==> src/rtl/cpu_ctrl_pkg.sv <==
// Shared types and constants for the RV32I multi-cycle control unit.
// Holds the FSM state encoding, the opcodes and the ALU operation codes.
package cpu_ctrl_pkg;

  typedef enum logic [2:0] {
    FETCH     = 3'd0,
    DECODE    = 3'd1,
    EXEC_ALU  = 3'd2,
    EXEC_ADDR = 3'd3,
    MEM       = 3'd4,
    WB        = 3'd5,
    TRAP      = 3'd6
  } state_e;

  localparam logic [6:0] OPC_R = 7'b0110011;
  localparam logic [6:0] OPC_L = 7'b0000011;
  localparam logic [6:0] OPC_I = 7'b0010011;
  localparam logic [6:0] OPC_S = 7'b0100011;

  localparam logic [3:0] ALU_ADD  = 4'b0000;
  localparam logic [3:0] ALU_SUB  = 4'b1000;
  localparam logic [3:0] ALU_SLL  = 4'b0001;
  localparam logic [3:0] ALU_SLT  = 4'b0010;
  localparam logic [3:0] ALU_SLTU = 4'b0011;
  localparam logic [3:0] ALU_XOR  = 4'b0100;
  localparam logic [3:0] ALU_SRL  = 4'b0101;
  localparam logic [3:0] ALU_SRA  = 4'b1101;
  localparam logic [3:0] ALU_OR   = 4'b0110;
  localparam logic [3:0] ALU_AND  = 4'b0111;

endpackage

==> src/rtl/alu_decoder.sv <==
// Combinational ALU operation and operand-B select decode from the raw instruction.
// Independent of FSM state, so the datapath sees a stable op for the whole instruction.
module alu_decoder
  import cpu_ctrl_pkg::*;
(
  input  logic [31:0] instrCode,
  output logic [3:0]  aluControl,
  output logic        aluSrcMuxSel
);

  logic [6:0] opcode;
  logic [2:0] funct3;

  assign opcode = instrCode[6:0];
  assign funct3 = instrCode[14:12];

  always_comb begin
    aluControl   = ALU_ADD;
    aluSrcMuxSel = 1'b0;
    case (opcode)
      OPC_R: aluControl = {instrCode[30], funct3};
      OPC_I: begin
        aluSrcMuxSel = 1'b1;
        // bit 30 is an immediate bit for every I op except the shift-right pair
        aluControl   = (funct3 == 3'b101) ? {instrCode[30], funct3} : {1'b0, funct3};
      end
      OPC_L, OPC_S: begin
        aluSrcMuxSel = 1'b1;
        aluControl   = ALU_ADD;
      end
      default: begin
        aluControl   = ALU_ADD;
        aluSrcMuxSel = 1'b0;
      end
    endcase
  end

endmodule

==> src/rtl/multicycle_control_unit.sv <==
// Multi-cycle RV32I control FSM: sequences one instruction at a time and owns
// the load/store bus handshake; pcEn pulses exactly once per retired instruction.
//
// state     | meaning
// FETCH     | instruction word settling from instruction memory
// DECODE    | opcode classification
// EXEC_ALU  | R/I result written back, PC advances
// EXEC_ADDR | load/store effective address computed
// MEM       | bus transaction held until busReady
// WB        | load data written back, PC advances
// TRAP      | unsupported opcode, frozen until reset
module multicycle_control_unit
  import cpu_ctrl_pkg::*;
(
  input  logic        clk,
  input  logic        reset,
  input  logic [31:0] instrCode,
  input  logic        busReady,
  output logic        regFileWe,
  output logic [3:0]  aluControl,
  output logic        aluSrcMuxSel,
  output logic        RFWDSrcMuxSel,
  output logic        pcEn,
  output logic        busReq,
  output logic        busWe,
  output logic        illegalInstr
);

  state_e state_q, state_d;

  logic is_r, is_i, is_l, is_s;

  assign is_r = (instrCode[6:0] == OPC_R);
  assign is_i = (instrCode[6:0] == OPC_I);
  assign is_l = (instrCode[6:0] == OPC_L);
  assign is_s = (instrCode[6:0] == OPC_S);

  alu_decoder u_alu_decoder (
    .instrCode    (instrCode),
    .aluControl   (aluControl),
    .aluSrcMuxSel (aluSrcMuxSel)
  );

  always_ff @(posedge clk) begin
    if (reset) state_q <= FETCH;
    else       state_q <= state_d;
  end

  always_comb begin
    state_d       = state_q;
    regFileWe     = 1'b0;
    RFWDSrcMuxSel = 1'b0;
    pcEn          = 1'b0;
    busReq        = 1'b0;
    busWe         = 1'b0;
    illegalInstr  = 1'b0;
    case (state_q)
      FETCH: state_d = DECODE;
      DECODE: begin
        if (is_r || is_i)      state_d = EXEC_ALU;
        else if (is_l || is_s) state_d = EXEC_ADDR;
        else                   state_d = TRAP;
      end
      EXEC_ALU: begin
        regFileWe = 1'b1;
        pcEn      = 1'b1;
        state_d   = FETCH;
      end
      EXEC_ADDR: state_d = MEM;
      MEM: begin
        busReq = 1'b1;
        busWe  = is_s;
        // stores retire on the ready cycle itself; loads still need WB
        if (busReady) begin
          if (is_s) begin
            pcEn    = 1'b1;
            state_d = FETCH;
          end else begin
            state_d = WB;
          end
        end
      end
      WB: begin
        regFileWe     = 1'b1;
        RFWDSrcMuxSel = 1'b1;
        pcEn          = 1'b1;
        state_d       = FETCH;
      end
      TRAP: illegalInstr = 1'b1;
      default: state_d = FETCH;
    endcase
  end

endmodule

==> config.mk <==
export PLATFORM = sky130hd
export DESIGN_NAME = multicycle_control_unit
export DESIGN_NICKNAME = d
export VERILOG_FILES = /design/src/rtl/cpu_ctrl_pkg.sv /design/src/rtl/alu_decoder.sv /design/src/rtl/multicycle_control_unit.sv
export SDC_FILE = /design/constraint.sdc
export NUM_CORES = 1
export LEC_CHECK = 0
export CORE_MARGIN = 3
export CORE_UTILIZATION = 20
export CTS_BUF_LIST = sky130_fd_sc_hd__clkbuf_2 sky130_fd_sc_hd__clkbuf_4 sky130_fd_sc_hd__clkbuf_8
export DETAILED_ROUTE_END_ITERATION = 10
export PLACE_DENSITY_LB_ADDON = 0.15
export SYNTH_ARGS = -nofsm -noshare
export SYNTH_HDL_FRONTEND = slang
export SYNTH_SLANG_ARGS = --single-unit
export TNS_END_PERCENT = 5
==> constraint.sdc <==
create_clock -name clk -period 1.05 [get_ports clk]
set_input_delay 0.21 -clock clk [delete_from_list [all_inputs] [get_ports clk]]
set_output_delay 0.21 -clock clk [all_outputs]
set_load 0.005 [all_outputs]
==> results of run 1 <==
stage by stage:
stage	TNS, ps	total power [W]
floorplan	-60.9	0.000308
global placement	-8620	0.000496
detailed placement	-8560	0.000497
CTS	-2930	0.000765
global route	-3490	0.000832
finish	-2790	0.000767
report_power, final:
part / total (W) / switching [W] / internal (W)
logic: 0.000370 / 0.000138 / 0.000233
registers: 0.000164 / 0.0000222 / 0.000142
clock network: 0.000232 / 0.0000634 / 0.000168
total: 0.000767 / 0.000223 / 0.000543
layout by cell type (no fill, tap or decap), drive strengths merged, types with 2 or more instances in the layout:
cell type / netlist / final
and4b: 2 / 2
nor3: 2 / 2
nor2: 2 / 2
nand2: 2 / 2
dfxtp: 3 / 3
clkbuf: 0 / 5
nor3b: 2 / 2
and3: 5 / 5
buf: 2 / 32
clkdlybuf4s50: 0 / 3
dlygate4sd2: 0 / 7
cells in the mapped netlist:
master / instances
sky130_fd_sc_hd__a32o_1: 1
sky130_fd_sc_hd__and3_1: 5
sky130_fd_sc_hd__nor4_1: 1
sky130_fd_sc_hd__nand3b_1: 1
sky130_fd_sc_hd__buf_4: 1
sky130_fd_sc_hd__buf_2: 1
sky130_fd_sc_hd__inv_1: 1
sky130_fd_sc_hd__a211oi_1: 1
sky130_fd_sc_hd__and3b_1: 1
sky130_fd_sc_hd__nor3_1: 1
sky130_fd_sc_hd__nor3b_1: 2
sky130_fd_sc_hd__a21boi_2: 1
sky130_fd_sc_hd__nand2b_1: 1
sky130_fd_sc_hd__and2b_1: 1
sky130_fd_sc_hd__and2_1: 1
sky130_fd_sc_hd__and4b_1: 2
sky130_fd_sc_hd__nor2_1: 2
sky130_fd_sc_hd__nand2_1: 2
sky130_fd_sc_hd__a31oi_1: 1
sky130_fd_sc_hd__xnor2_1: 1
sky130_fd_sc_hd__nor2b_4: 1
sky130_fd_sc_hd__a21oi_1: 1
sky130_fd_sc_hd__dfxtp_1: 3
sky130_fd_sc_hd__nor3_2: 1
sky130_fd_sc_hd__a21o_1: 1
sky130_fd_sc_hd__o21bai_1: 1
timing repair:
item                                   in CTS  in global routing
hold buffers                                0                  0
endpoints found under the hold margin       0                  0
gates resized for setup                    74                  3
pin swaps                                  12                  1
setup endpoints to repair                  14                 14
buffers inserted                            6                  0
gates cloned                                0                  0
area by class of cell:
cell class	count	area (um2)	share of cell area
clock buffers	4	30.0	0.0428
inverters	1	3.75	0.00535
multi-input cells	30	249	0.355
flip-flops and latches	3	63.8	0.0909
well taps	15	18.8	0.0267
repair buffers	43	337	0.480
cell families (layout without fill, tap and decap cells):
kind of cell           count (synthesis)  count (layout)  synth area share
AO/OA/AOI/OAI                          7               7             0.188
XOR/XNOR                               1               1            0.0299
buffers and inverters                  3              48            0.0555
flip-flops                             3               3             0.205
AND/OR/NAND/NOR                       22              22             0.521
worst paths after layout:
| check | slack [ps] | endpoint | cells past startpoint | start |
|---|---|---|---|---|
| worst min-delay path | 620 | state_q[0] | 4 | instrCode[4] |
| worst max register to register | -40 | state_q[1] | 6 | state_q[2] |
| worst min register to register | 700 | state_q[2] | 3 | state_q[0] |
| worst max-delay path | -350 | busWe | 5 | state_q[2] |
per-layer routing:
layer / track usage / vias up / share of wire
met2: 0.174 / 13 / 0.54
met4: 0.108 / 0 / 0
met1: 0.119 / 194 / 0.39
met5: 0 / - / 0
li1: - / 224 / -
met3: 0.0285 / 0 / 0.075
worst min-delay path: stages:
cell,delay [ps]
sky130_fd_sc_hd__dlygate4sd2_1,200
sky130_fd_sc_hd__buf_4,140
sky130_fd_sc_hd__nor4_1,50
sky130_fd_sc_hd__a32o_1,200
==> results.yml, run 1 <==
timing:
  slew_headroom: 0.843
  timing.final.crit_share: 1.34
  setup_repair_after_global_routing_missed_its_margin: "yes"
  worst_margin_pin_slew_ps: 234
  report.final.hold_viol_count: 0
  fin_worst_skew_ps: 1.85
  timing.final.max_slew_violations: 0
  fmax_ghz: 0.713
  fin_ws_ps: -352
  report.final.setup_viol: 13
  finalHoldWorstSlack_ps: 623
  tmin_final_ps: 1400
die:
  fp-row-count: 13
  ios: 46
  core_area_um2: 1330
  die_area_um2: 1960
  dieHeight_um: 44.3
  die_x_extent_um: 44.3
  initial_core_util: 0.220
detailed_routing:
  drt_drc_violations_left: 0
  initialDrtViolationCount: 1
  firstDrtPassIters: 2
  antenna_violating_nets_post_route: 0
  routed_via_density: 4.49
  overall_via_count_from_detail_route: 431
  wire_per_inst_um: 10.8
  wl_um: 1040
worst_setup_path:
  cp_top_family: "simple AND/OR/NAND/NOR gates"
  path_cells: "nor2b_4, buf_6, and2b_1, and3_1, buf_2"
  critical_path.startpoint_type: "flip-flop"
  cp_num_buf_inv: 2
  critPathSlowestCell: "sky130_fd_sc_hd__dfxtp_2"
  timing_worst_setup_path_type: "flip-flop to output pin"
  critical_path_arrival_ps: 1190
  crit_path_max_fanout: 3
  cp_data_required_time_ps: 840
  timing.critical_path.to_type: "output pin"
  critical_path.max_stage_delay_ps: 310
global_routing:
  globalRouteOverflowTotal: 0
  first_global_vias: 399
  grtUsageTotal: 0.111
  largest_net_degree_at_the_start_of_global_routing: 8
  grt_antenna_before_repair: 0
  grt_first_pass_wirelength_um: 1600
synth:
  postSynthCellCount: 36
  synth_seq_area_share: 0.205
  synth.ff_latch_count: 3
  synth.cell_area_um2: 293
  synthesis.yosys.warnings: 0
  biggest_area_consumer_among_synthesized_cells: "sky130_fd_sc_hd__dfxtp_1"
  synth.top_cells.by_area: "sky130_fd_sc_hd__dfxtp_1 (21%), sky130_fd_sc_hd__and3_1 (11%), sky130_fd_sc_hd__and4b_1 (6.8%)"
  synth_nets: 71
  post_synth_num_cell_types: 26
  synth_area_per_inst_um2: 8.13
  yosys.area.top_type_share: 0.205
final_layout:
  final_util: 0.526
  register_with_the_most_flip_flops: "state_q"
  largest_reg_flops: 3
  drive_gt1_frac: 0.605
  post_layout_nonfiller_instances: 96
  num-nets-final: 117
  area_growth_syn_to_layout_pct: 140
  finalInstanceArea_um2: 702
  top_regs: "state_q (3)"
  antenna-diode-count: 0
  final.fill_count: 146
placement:
  place_congestion: 0.648
  placed_area_um2: 637
  place_ws_ps: -956
  dp_hpwl_um: 766
  portBuffers: 24
  place_inst: 86
cts:
  cts-root-buf: "sky130_fd_sc_hd__clkbuf_4"
  cts_made_buffers: 3
  worst_skew_pair_latency_ps: 230
  cts_sinks: 3
  clk_pin_slew_worst_paths_ps: 40
  cts_tree: "yes"
  cts_max_path_buffers: 2
  cts_htree_levels: 1
hold_path:
  min-delay-path-class: "primary input to flip-flop"
outcome:
  violations: "negative setup slack"
  status: "complete, but fails checks"
run:
  cap_violations: 0
pwr:
  p_per_area_nw_per_um2: 1090
  peakVddDrop_uv: 352
  static_leakage_nw: 0.375
Note: power is estimated with default switching activity, not from simulation.
==> run 2, diff against run 1 <==
--- a/config.mk
+++ b/config.mk
@@ -5,11 +5,14 @@
 export SDC_FILE = /design/constraint.sdc
 export NUM_CORES = 1
 export LEC_CHECK = 0
-export CORE_MARGIN = 3
-export CORE_UTILIZATION = 20
+export CORE_AREA = 3 3 40 42
 export CTS_BUF_LIST = sky130_fd_sc_hd__clkbuf_2 sky130_fd_sc_hd__clkbuf_4 sky130_fd_sc_hd__clkbuf_8
+export CTS_CLUSTER_SIZE = 14
 export DETAILED_ROUTE_END_ITERATION = 10
+export DIE_AREA = 0 0 43 45
+export DONT_BUFFER_PORTS = 1
 export PLACE_DENSITY_LB_ADDON = 0.15
+export SLEW_MARGIN = 20
 export SYNTH_ARGS = -nofsm -noshare
 export SYNTH_HDL_FRONTEND = slang
 export SYNTH_SLANG_ARGS = --single-unit
==> results.yml, run 2 (synthesized netlist as in run 1, its figures left out) <==
cts:
  clk_pin_slew_worst_paths_ps: 40
  cts_made_buffers: 3
  worst_skew_pair_latency_ps: 240
  cts_tree: "yes"
  cts_max_path_buffers: 2
  cts-root-buf: "sky130_fd_sc_hd__clkbuf_4"
  cts_hold_buffers: 0
  post_cts.repair.setup_buffers: 0
  cts_sinks: 3
  cts_htree_levels: 1
pwr:
  relative_contribution_of_combinational_cells_to_total_power: 0.351
  static_leakage_nw: 0.187
  p_per_area_nw_per_um2: 1520
  switching_share: 0.297
  peakVddDrop_uv: 582
  net-switching-power_w: 0.000186
  internal_power_w: 0.000441
  part_of_the_power_in_registers: 0.270
  power_frac_clock: 0.379
worst_setup_path:
  cp_data_required_time_ps: 840
  critical_path.startpoint_type: "flip-flop"
  reg2regPathDepth: 3
  critical_path.reg2reg.endpoint: "state_q[0]"
  timing.critical_path.to_type: "output pin"
  reg2reg_setup_slack_ps: 90
  origin_of_the_critical_flop_to_flop_path: "state_q[0]"
  critical_path_arrival_ps: 1050
  crit_path_max_fanout: 3
  timing_worst_setup_path_type: "flip-flop to output pin"
run:
  cap_violations: 0
placement:
  portBuffers: 0
  place_inst: 56
  place_congestion: 0.625
  dp_hpwl_um: 619
global_routing:
  first_global_vias: 298
  globalRouteOverflowTotal: 0
  largest_net_degree_at_the_start_of_global_routing: 9
  grt_first_pass_wirelength_um: 1180
  grtUsageTotal: 0.0881
  grt_antenna_before_repair: 0
detailed_routing:
  antenna_violating_nets_post_route: 0
  routed_via_density: 5.10
  wl_um: 836
  initialDrtViolationCount: 7
  drt_drc_violations_left: 0
  overall_via_count_from_detail_route: 306
  firstDrtPassIters: 4
  wire_per_inst_um: 13.9
timing:
  setup_repair_after_global_routing_missed_its_margin: "yes"
  finalHoldWorstSlack_ps: 29.8
  timing.final.max_slew_violations: 0
  fin_ws_ps: -209
  report.final.setup_viol: 6
  tmin_final_ps: 1260
  timing.final.crit_share: 1.20
  report.final.hold_viol_count: 0
  fin_worst_skew_ps: 2.40
  worst_margin_pin_slew_ps: 231
  fmax_ghz: 0.794
  slew_headroom: 0.845
hold_path:
  worst_hold_path.num_cells: 1
  hold_path_startpoint: "reset"
  min-delay-path-class: "primary input to flip-flop"
  hold_end: "state_q[1]"
final_layout:
  drive_gt1_frac: 0.444
  top_regs: "state_q (3)"
  largest_reg_flops: 3
  area_growth_syn_to_layout_pct: 41.5
  antenna-diode-count: 0
  num-nets-final: 81
  layout.cells.most_common: "sky130_fd_sc_hd__buf_4"
  post_layout_nonfiller_instances: 60
  register_with_the_most_flip_flops: "state_q"
  layout_common_cells: "sky130_fd_sc_hd__buf_4 (6), sky130_fd_sc_hd__clkbuf_4 (4), sky130_fd_sc_hd__and3_1 (3)"
die:
  initial_core_util: 0.228
  ios: 46
  die_area_um2: 1940
  dieHeight_um: 45
  fp-row-count: 13
  die_x_extent_um: 43
  core_area_um2: 1280
outcome:
  status: "complete, but fails checks"
  violations: "negative setup slack"
[run 2: cell types whose count changed in the layout (fill, tap and decap cells not counted), sizes merged]
cell           delta
buf              -25
clkbuf            -1
clkdlybuf4s50     -3
dlygate4sd2       -7
[run 2: worst max path at each step]
stage / from / endpoint / slack, ps / cells after the start
2_1_floorplan: state_q[2] / busWe / -20 / 4
3_3_place_gp: instrCode[3] / aluControl[3] / -30 / 3
3_5_place_dp: instrCode[3] / aluControl[3] / -50 / 3
4_1_cts: state_q[2] / busWe / -200 / 3
5_1_grt: state_q[2] / busWe / -270 / 3
6_report: state_q[1] / pcEn / -210 / 3
[run 2: what timing repair did]
action | in CTS | in global routing
gates resized for setup | 4 | 5
setup endpoints to repair | 11 | 11
pin swaps | 0 | 1
[run 2: metal layers]
layer / routed length, um / part of all wire / track usage
met2: 450 / 0.54 / 0.162
met5: 0 / 0 / 0
met1: 280 / 0.33 / 0.0767
met3: 87 / 0.10 / 0.0319
met4: 17 / 0.020 / 0.0723
[run 2: final cells by class]
type | count | area [um2]
fill | 143 | 871
multi-input combinational | 30 | 239
sequential | 3 | 66.3
timing repair buffer | 7 | 56.3
clock buffer | 4 | 30.0
tap | 15 | 18.8
inverter | 1 | 3.75
[run 2: worst max-delay path, cell delays in order, from the launching register on]
cell and delay (ps):
sky130_fd_sc_hd__dfxtp_4 350, sky130_fd_sc_hd__nor3b_1 130, sky130_fd_sc_hd__a21o_1 160, sky130_fd_sc_hd__o21bai_1 170
[run 2: stage by stage]
step	utilization	instance area (um2)	total power (W)	worst slack (ps)	TNS (ps)
floorplan	-	299	0.000308	-22.2	-60.9
global placement	0.274	352	0.000361	-28.7	-28.7
detailed placement	0.274	352	0.000368	-45.9	-96.4
CTS	0.304	390	0.000621	-204	-875
global route	0.322	414	0.000671	-269	-1100
finish	0.322	414	0.000628	-209	-838
[run 2: power groups by stage]
stage / combinational, W / clock, W / sequential, W
2_1_floorplan: 0.000146 / 0 / 0.000162
3_3_place_gp: 0.000199 / 0 / 0.000163
3_5_place_dp: 0.000203 / 0 / 0.000165
4_1_cts: 0.000210 / 0.000243 / 0.000168
5_1_grt: 0.000241 / 0.000257 / 0.000173
6_report: 0.000220 / 0.000238 / 0.000169
